`config.mk`:
```
export PLATFORM = sky130hd
export DESIGN_NAME = ps2_key_receiver
export DESIGN_NICKNAME = d
export VERILOG_FILES = /design/src/rtl/ps2_pkg.sv /design/src/rtl/ps2_key_receiver_fifo.sv /design/src/rtl/ps2_key_receiver.sv
export SDC_FILE = /design/constraint.sdc
export NUM_CORES = 1
export LEC_CHECK = 0
export CORE_MARGIN = 2
export CORE_UTILIZATION = 35
export DETAILED_ROUTE_END_ITERATION = 16
export PLACE_DENSITY = 0.53
export SLEW_MARGIN = 40
export SYNTH_ARGS = -nofsm -noshare
export SYNTH_HDL_FRONTEND = slang
export SYNTH_SLANG_ARGS = --single-unit
```
`constraint.sdc`:
```
create_clock -name clk -period 4.5 [get_ports clk]
set_input_delay 0.9 -clock clk [delete_from_list [all_inputs] [get_ports clk]]
set_output_delay 0.9 -clock clk [all_outputs]
set_load 0.005 [all_outputs]
```
`src/rtl/ps2_pkg.sv`:
```
// Shared types, scan-code constants and helper functions for the PS/2 key receiver.
package ps2_pkg;

    typedef enum logic [1:0] {
        IDLE   = 2'd0,
        DATA   = 2'd1,
        PARITY = 2'd2,
        STOP   = 2'd3
    } ps2_state_t;

    localparam logic [7:0] SC_EXT = 8'hE0;
    localparam logic [7:0] SC_REL = 8'hF0;

    // One decoded key event as stored in the event FIFO.
    // The release flag is named 'released' because 'release' is a reserved word.
    typedef struct packed {
        logic [7:0] code;
        logic [7:0] ascii;
        logic       released;
        logic       extended;
    } key_event_t;

    // Odd parity over data plus parity bit: result is 1 when the frame is good.
    function automatic logic odd_parity_ok(input logic [7:0] data, input logic par);
        return ^{data, par};
    endfunction

    // Scan-code set 2 to ASCII for letters, digits and a few control keys.
    function automatic logic [7:0] scan_to_ascii(input logic [7:0] code);
        logic [7:0] a;
        case (code)
            8'h1C: a = 8'h41; 8'h32: a = 8'h42; 8'h21: a = 8'h43; 8'h23: a = 8'h44;
            8'h24: a = 8'h45; 8'h2B: a = 8'h46; 8'h34: a = 8'h47; 8'h33: a = 8'h48;
            8'h43: a = 8'h49; 8'h3B: a = 8'h4A; 8'h42: a = 8'h4B; 8'h4B: a = 8'h4C;
            8'h3A: a = 8'h4D; 8'h31: a = 8'h4E; 8'h44: a = 8'h4F; 8'h4D: a = 8'h50;
            8'h15: a = 8'h51; 8'h2D: a = 8'h52; 8'h1B: a = 8'h53; 8'h2C: a = 8'h54;
            8'h3C: a = 8'h55; 8'h2A: a = 8'h56; 8'h1D: a = 8'h57; 8'h22: a = 8'h58;
            8'h35: a = 8'h59; 8'h1A: a = 8'h5A;
            8'h45: a = 8'h30; 8'h16: a = 8'h31; 8'h1E: a = 8'h32; 8'h26: a = 8'h33;
            8'h25: a = 8'h34; 8'h2E: a = 8'h35; 8'h36: a = 8'h36; 8'h3D: a = 8'h37;
            8'h3E: a = 8'h38; 8'h46: a = 8'h39;
            8'h29: a = 8'h20; 8'h5A: a = 8'h0D; 8'h66: a = 8'h08; 8'h76: a = 8'h1B;
            default: a = 8'h00;
        endcase
        return a;
    endfunction

endpackage

```
`src/rtl/ps2_key_receiver_fifo.sv`:
```
// Synchronous first-word-fall-through FIFO for decoded key events.
// A push into a full FIFO is only accepted when a pop happens in the same cycle;
// otherwise the event is dropped and a one-cycle overflow pulse is raised.
module ps2_event_fifo #(
    parameter int  DEPTH = 16,
    parameter type T     = logic [7:0]
) (
    input  logic                     clk,
    input  logic                     rst_n,
    input  logic                     wr_en,
    input  T                         wr_data,
    input  logic                     rd_en,
    output T                         rd_data,
    output logic [$clog2(DEPTH):0]   count,
    output logic                     empty,
    output logic                     overflow
);

    localparam int AW = $clog2(DEPTH);

    T               mem_r [DEPTH];
    logic [AW-1:0]  wr_ptr_r;
    logic [AW-1:0]  rd_ptr_r;
    logic [AW:0]    count_r;
    logic           overflow_r;
    logic           full_s;
    logic           empty_s;
    logic           do_pop_s;
    logic           do_push_s;

    assign full_s    = (count_r == (AW+1)'(DEPTH));
    assign empty_s   = (count_r == (AW+1)'(0));
    assign do_pop_s  = rd_en & ~empty_s;
    assign do_push_s = wr_en & (~full_s | do_pop_s);

    // Storage write; contents need no reset since reads are gated by empty.
    always_ff @(posedge clk) begin
        if (do_push_s) begin
            mem_r[wr_ptr_r] <= wr_data;
        end
    end

    // Pointers, occupancy and overflow pulse.
    always_ff @(posedge clk or negedge rst_n) begin
        if (!rst_n) begin
            wr_ptr_r   <= {AW{1'b0}};
            rd_ptr_r   <= {AW{1'b0}};
            count_r    <= {(AW+1){1'b0}};
            overflow_r <= 1'b0;
        end else begin
            overflow_r <= wr_en & full_s & ~do_pop_s;
            if (do_push_s) begin
                wr_ptr_r <= wr_ptr_r + AW'(1);
            end
            if (do_pop_s) begin
                rd_ptr_r <= rd_ptr_r + AW'(1);
            end
            case ({do_push_s, do_pop_s})
                2'b10:   count_r <= count_r + (AW+1)'(1);
                2'b01:   count_r <= count_r - (AW+1)'(1);
                default: count_r <= count_r;
            endcase
        end
    end

    assign rd_data  = mem_r[rd_ptr_r];
    assign count    = count_r;
    assign empty    = empty_s;
    assign overflow = overflow_r;

endmodule

```
`src/rtl/ps2_key_receiver.sv`:
```
// PS/2 keyboard receiver: synchronises the PS/2 pins, decodes 11-bit frames,
// tracks E0/F0 prefixes and queues key events behind a valid/ready interface.
module ps2_key_receiver
    import ps2_pkg::*;
#(
    parameter int FIFO_DEPTH     = 16,
    parameter int SYNC_STAGES    = 2,
    parameter int TIMEOUT_CYCLES = 100000,
    parameter int ASCII_EN       = 1
) (
    input  logic                          clk,
    input  logic                          rstN,
    input  logic                          kbdClk,
    input  logic                          kbdDataIn,
    output logic                          keyValid,
    input  logic                          keyReady,
    output logic [7:0]                    keyCode,
    output logic [7:0]                    keyAscii,
    output logic                          keyRelease,
    output logic                          keyExtended,
    output logic [$clog2(FIFO_DEPTH):0]   fifoCount,
    output logic                          parityErr,
    output logic                          frameErr,
    output logic                          overflow
);

    localparam int WDW = $clog2(TIMEOUT_CYCLES + 1);

    logic [SYNC_STAGES-1:0] clk_sync_r;
    logic [SYNC_STAGES-1:0] data_sync_r;
    logic                   clk_prev_r;
    logic                   fall_s;
    logic                   data_s;

    ps2_state_t             state_r;
    ps2_state_t             next_state_s;
    logic [7:0]             shift_r;
    logic [2:0]             bit_cnt_r;
    logic                   par_fail_r;
    logic [WDW-1:0]         wdog_r;
    logic                   timeout_s;
    logic                   frame_ok_s;
    logic                   frame_err_s;
    logic                   parity_err_s;

    logic                   ext_pend_r;
    logic                   rel_pend_r;
    logic                   push_r;
    key_event_t             push_data_r;
    logic                   parity_err_r;
    logic                   frame_err_r;

    key_event_t             head_s;
    logic                   fifo_empty_s;
    logic                   fifo_ovf_s;
    logic                   pop_s;

    // Synchronisers reset low so a pin already high at reset release gives no false fall.
    always_ff @(posedge clk or negedge rstN) begin
        if (!rstN) begin
            clk_sync_r  <= {SYNC_STAGES{1'b0}};
            data_sync_r <= {SYNC_STAGES{1'b0}};
            clk_prev_r  <= 1'b0;
        end else begin
            clk_sync_r  <= {clk_sync_r[SYNC_STAGES-2:0], kbdClk};
            data_sync_r <= {data_sync_r[SYNC_STAGES-2:0], kbdDataIn};
            clk_prev_r  <= clk_sync_r[SYNC_STAGES-1];
        end
    end

    assign fall_s    = clk_prev_r & ~clk_sync_r[SYNC_STAGES-1];
    assign data_s    = data_sync_r[SYNC_STAGES-1];
    assign timeout_s = (state_r != IDLE) && (wdog_r >= WDW'(TIMEOUT_CYCLES));

    // Frame FSM state register.
    always_ff @(posedge clk or negedge rstN) begin
        if (!rstN) begin
            state_r <= IDLE;
        end else begin
            state_r <= next_state_s;
        end
    end

    // Frame FSM next state and frame-result strobes; timeout wins over a coincident fall.
    always_comb begin
        next_state_s = state_r;
        frame_ok_s   = 1'b0;
        frame_err_s  = 1'b0;
        parity_err_s = 1'b0;
        case (state_r)
            IDLE: begin
                if (fall_s && !data_s) begin
                    next_state_s = DATA;
                end else if (fall_s) begin
                    frame_err_s = 1'b1;
                end else begin
                    next_state_s = IDLE;
                end
            end
            DATA: begin
                if (timeout_s) begin
                    next_state_s = IDLE;
                    frame_err_s  = 1'b1;
                end else if (fall_s && (bit_cnt_r == 3'd7)) begin
                    next_state_s = PARITY;
                end else begin
                    next_state_s = DATA;
                end
            end
            PARITY: begin
                if (timeout_s) begin
                    next_state_s = IDLE;
                    frame_err_s  = 1'b1;
                end else if (fall_s) begin
                    next_state_s = STOP;
                end else begin
                    next_state_s = PARITY;
                end
            end
            STOP: begin
                if (timeout_s) begin
                    next_state_s = IDLE;
                    frame_err_s  = 1'b1;
                end else if (fall_s) begin
                    next_state_s = IDLE;
                    if (par_fail_r) begin
                        parity_err_s = 1'b1;
                    end else if (!data_s) begin
                        frame_err_s = 1'b1;
                    end else begin
                        frame_ok_s = 1'b1;
                    end
                end else begin
                    next_state_s = STOP;
                end
            end
            default: begin
                next_state_s = IDLE;
            end
        endcase
    end

    // Shift register, bit counter and latched parity result for the frame in flight.
    always_ff @(posedge clk or negedge rstN) begin
        if (!rstN) begin
            shift_r    <= 8'h00;
            bit_cnt_r  <= 3'd0;
            par_fail_r <= 1'b0;
        end else if (fall_s) begin
            case (state_r)
                IDLE: begin
                    bit_cnt_r  <= 3'd0;
                    par_fail_r <= 1'b0;
                end
                DATA: begin
                    shift_r   <= {data_s, shift_r[7:1]};
                    bit_cnt_r <= bit_cnt_r + 3'd1;
                end
                PARITY: begin
                    par_fail_r <= ~odd_parity_ok(shift_r, data_s);
                end
                default: begin
                    par_fail_r <= par_fail_r;
                end
            endcase
        end
    end

    // Watchdog: counts cycles since the last fall while a frame is open, idles at zero.
    always_ff @(posedge clk or negedge rstN) begin
        if (!rstN) begin
            wdog_r <= {WDW{1'b0}};
        end else if ((next_state_s == IDLE) || fall_s) begin
            wdog_r <= {WDW{1'b0}};
        end else begin
            wdog_r <= wdog_r + WDW'(1);
        end
    end

    // Prefix tracking, event build and registered error pulses.
    always_ff @(posedge clk or negedge rstN) begin
        if (!rstN) begin
            ext_pend_r   <= 1'b0;
            rel_pend_r   <= 1'b0;
            push_r       <= 1'b0;
            push_data_r  <= '{code: 8'h00, ascii: 8'h00, released: 1'b0, extended: 1'b0};
            parity_err_r <= 1'b0;
            frame_err_r  <= 1'b0;
        end else begin
            parity_err_r <= parity_err_s;
            frame_err_r  <= frame_err_s;
            push_r       <= 1'b0;
            if (frame_ok_s) begin
                if (shift_r == SC_EXT) begin
                    ext_pend_r <= 1'b1;
                end else if (shift_r == SC_REL) begin
                    rel_pend_r <= 1'b1;
                end else begin
                    push_r               <= 1'b1;
                    push_data_r.code     <= shift_r;
                    push_data_r.ascii    <= (ASCII_EN != 0) ? scan_to_ascii(shift_r) : 8'h00;
                    push_data_r.released <= rel_pend_r;
                    push_data_r.extended <= ext_pend_r;
                    ext_pend_r           <= 1'b0;
                    rel_pend_r           <= 1'b0;
                end
            end else if (frame_err_s || parity_err_s) begin
                ext_pend_r <= 1'b0;
                rel_pend_r <= 1'b0;
            end else begin
                ext_pend_r <= ext_pend_r;
                rel_pend_r <= rel_pend_r;
            end
        end
    end

    assign pop_s = keyReady & ~fifo_empty_s;

    ps2_event_fifo #(
        .DEPTH (FIFO_DEPTH),
        .T     (key_event_t)
    ) u_fifo (
        .clk      (clk),
        .rst_n    (rstN),
        .wr_en    (push_r),
        .wr_data  (push_data_r),
        .rd_en    (pop_s),
        .rd_data  (head_s),
        .count    (fifoCount),
        .empty    (fifo_empty_s),
        .overflow (fifo_ovf_s)
    );

    assign keyValid    = ~fifo_empty_s;
    assign keyCode     = keyValid ? head_s.code     : 8'h00;
    assign keyAscii    = keyValid ? head_s.ascii    : 8'h00;
    assign keyRelease  = keyValid ? head_s.released : 1'b0;
    assign keyExtended = keyValid ? head_s.extended : 1'b0;
    assign parityErr   = parity_err_r;
    assign frameErr    = frame_err_r;
    assign overflow    = fifo_ovf_s;

endmodule

```
==> key figures <==
Run status
  • Outcome: complete, no violations

STA
  • Setup violators final: 0
  • Pins Over Slew Limit: 0
  • Clock Skews: 0.0256 ns
  • Final critical-path share of the clock period: 88.7%
  • PnR worst setup slack: 0.508 ns
  • Max Fclk: 250 MHz
  • Setup_tns: 0 ns
  • Hold Vio Cnt, Final: 0
  • Worst slew margin: 46.6%
  • Unrepaired setup endpoints after global routing: false
  • Worst-margin pin slew: 0.800 ns
  • Minimum clock period after layout: 3.99 ns

Power and ir drop
  • Worst VDD drop: 0.272 mV
  • PwrDens: 510 mW/mm^2
  • Pint: 0.00623 W
  • Part of the power in registers: 43.8%
  • Combinational share of power: 21.9%
  • Clock share of power: 34.3%
  • NetSw: 0.00229 W
  • Lkg Pwr: 5.54 nW
  • Sw frac: 26.9%

Synthesis
  • Post-synthesis instance total: 862
  • Synth top cells by count: edfxtp_1 (272), mux4_2 (85), dfrtp_1 (72), nand2_1 (47), o21ai_0 (39)
  • Most frequent cell after synthesis: edfxtp_1
  • Syn avg cell area: 16.9 sq um
  • Cell Area, Synth: 0.0145 sq mm
  • Post-synthesis sequential area ratio: 68.5%
  • Dominant cell type by area after synthesis: edfxtp_1
  • Post-synth ARST share: 20.9%
  • Synth Register Bits: 344
  • Top post-synthesis cells by area: edfxtp_1 (56%), mux4_2 (13%), dfrtp_1 (12%)
  • Mapped Nets: 892
  • Cell variety after synth: 59
  • Synth top area share: 56.2%
  • Synth Warn #: 0
  • Post-synth EDFFs: 272
  • Most used flip-flop cell after synthesis: edfxtp_1

Global routing
  • First-pass GRT wire length: 48,400 um
  • Grt total ovfl: 0
  • Initial antenna violation count: 0
  • Largest net degree at the start of global routing: 73
  • Total track usage: 14.7%
  • Vias in the first global route: 7,746

Floorplanning
  • Die X: 208 um
  • Initial Util: 35.5%
  • Die Y: 208 um
  • DIE AREA: 0.0432 sq mm
  • Core region area: 0.0409 sq mm
  • I/O Pins: 32
  • Placement Rows: 74

Clock tree
  • Post-cts resize count: 0
  • Clock Tree Root: clkbuf_16
  • H-tree depth: 2
  • Setup bufs post-CTS: 0
  • Clock Latency Late Sink: 0.53 ns
  • Clock Path Buffers: 3
  • Hold_buf cts: 0
  • Clock Pin Slew Worst Setup and Hold Paths: 0.06 ns
  • Num Clock Sinks: 344
  • TritonCTS clock tree: done
  • Num CTS Buffers: 38

Worst setup path
  • CP Capture Type: output port
  • Max FO, Critical Path: 20
  • Crit Path Class: flop to output port
  • Crit path DAT: 3.09 ns
  • Required time of the critical path: 3.60 ns
  • Crit path launch type: flop

Route
  • DR vias: 7,593
  • Routed wire length: 31,100 um
  • DR iter-0 viols: 788
  • Total iterations of the first detailed-routing run: 5
  • Per-cell routed wire length: 21.2 um
  • Vias per cell: 5.17
  • # DRC: 0
  • Routed Antenna Nets: 0

Placement
  • Setup slack at placement: 1.00 ns
  • DP HPWL: 17,700 um
  • PortBufs: 30
  • RD Place Congestion: 0.780

Cells and area
  • Final core occ: 40.8%
  • Nets: 936
  • Sequential cell area: 0.00997 sq mm
  • Layout cells sized above 1: 19.3%
  • Synthesis-to-finish area growth: 14.9%
  • Antenna Cells: 0
  • Fillcell total: 3,752
  • Area occupied by multi-input gates: 0.00425 sq mm

Min path
  • Min-delay worst type: flop to flop

Run
  • MaxCap Viol Count: 0
## logic make-up after synthesis
group                      after synthesis  share of synthesized area [%]
AOI/OAI and AO/OA                      107                           4.86
xor gates and xnor gates                32                           1.93
adders and majority gates               25                           2.20
buffers and inverters                   79                           2.35
DFF                                    344                           68.5
muxes                                   94                           13.8
other                                    1                         0.0258
and+or+nand+nor                        180                           6.26
## stage by stage
step | std cells | hold WS, ns | power, W | instance area (sq um)
floorplan | 862 | 0.331 | 0.00503 | 14500
global placement | 1398 | 0.334 | 0.00572 | 15500
detailed placement | 1398 | 0.339 | 0.00572 | 15500
CTS | 1468 | 0.347 | 0.00866 | 16700
global route | 1468 | 0.351 | 0.00894 | 16700
finish | 1468 | 0.341 | 0.00852 | 16700
## final cells by class
class / count / share of cell area (%)
multi-input combinational: 439 / 25.4
clock inverter: 17 / 0.779
timing repair buffer: 58 / 3.21
sequential: 344 / 59.7
clock buffer: 53 / 6.34
tap: 532 / 3.98
inverter: 25 / 0.562
## cells in the final DEF (no fill, tap or decap), drive strengths merged, types with 7 or more instances in the layout
cell,count
a21oi,13
a31oi,9
clkdlybuf4s50,29
edfxtp,272
xor2,14
nand4,7
dfrtp,72
and2,12
nand2,47
inv,26
o211ai,7
nor2b,21
nor2,38
buf,29
nand3,14
ha,24
clkinv,14
mux4,85
clkbuf,53
and3,14
xnor2,18
o21ai,39
## layer usage
metal | global-route usage, % | up-vias | wire (um)
met4 | 3.67 | 0 | 556
met5 | 0 | - | 0
li1 | - | 3453 | -
met2 | 24.3 | 165 | 15400
met3 | 2.19 | 53 | 1250
met1 | 20.4 | 3922 | 13900
## power groups by stage
| stage | sequential (W) | clock, W | combinational, W |
|---|---|---|---|
| global route | 0.00375 | 0.00314 | 0.00205 |
| global placement | 0.00379 | 0 | 0.00192 |
| detailed placement | 0.00379 | 0 | 0.00192 |
| CTS | 0.00373 | 0.00300 | 0.00193 |
| finish | 0.00373 | 0.00292 | 0.00187 |
| floorplan | 0.00362 | 0 | 0.00141 |
## final timing paths
| path | from | to | slack (ns) | cells past startpoint |
|---|---|---|---|---|
| max | u_fifo.rd_ptr_r[1] | keyCode[0] | 0.51 | 5 |
| min | clk_sync_r[0] | clk_sync_r[1] | 0.34 | 0 |
| max reg2reg | u_fifo.count[0] | u_fifo.count[4] | 1.37 | 11 |
| min reg2reg | clk_sync_r[0] | clk_sync_r[1] | 0.34 | 0 |
| max in group asynchronous | rstN | u_fifo.rd_ptr_r[0] | 3.54 | 1 |
| min in group asynchronous | rstN | push_data_r[6] | 0.37 | 1 |
## flip-flops by register name, summed over array words and instances, names as in the netlist, 2 cells and up
signal and cells:
shift_r 8, data_sync_r 2, u_fifo.wr_ptr_r 4, u_fifo.count 5
bit_cnt_r 3, wdog_r 17, push_data_r 17, u_fifo.rd_ptr_r 4
state_r 2, clk_sync_r 2, u_fifo.mem_r 272
## critical path, cell delays in order, from the launching register on
cell	delay, ns
dfrtp_2	0.72
buf_4	0.38
mux4_2	0.36
mux4_2	0.49
nor2b_1	0.15
clkdlybuf4s50_1	0.46
Power figures use the tool's default switching activity.
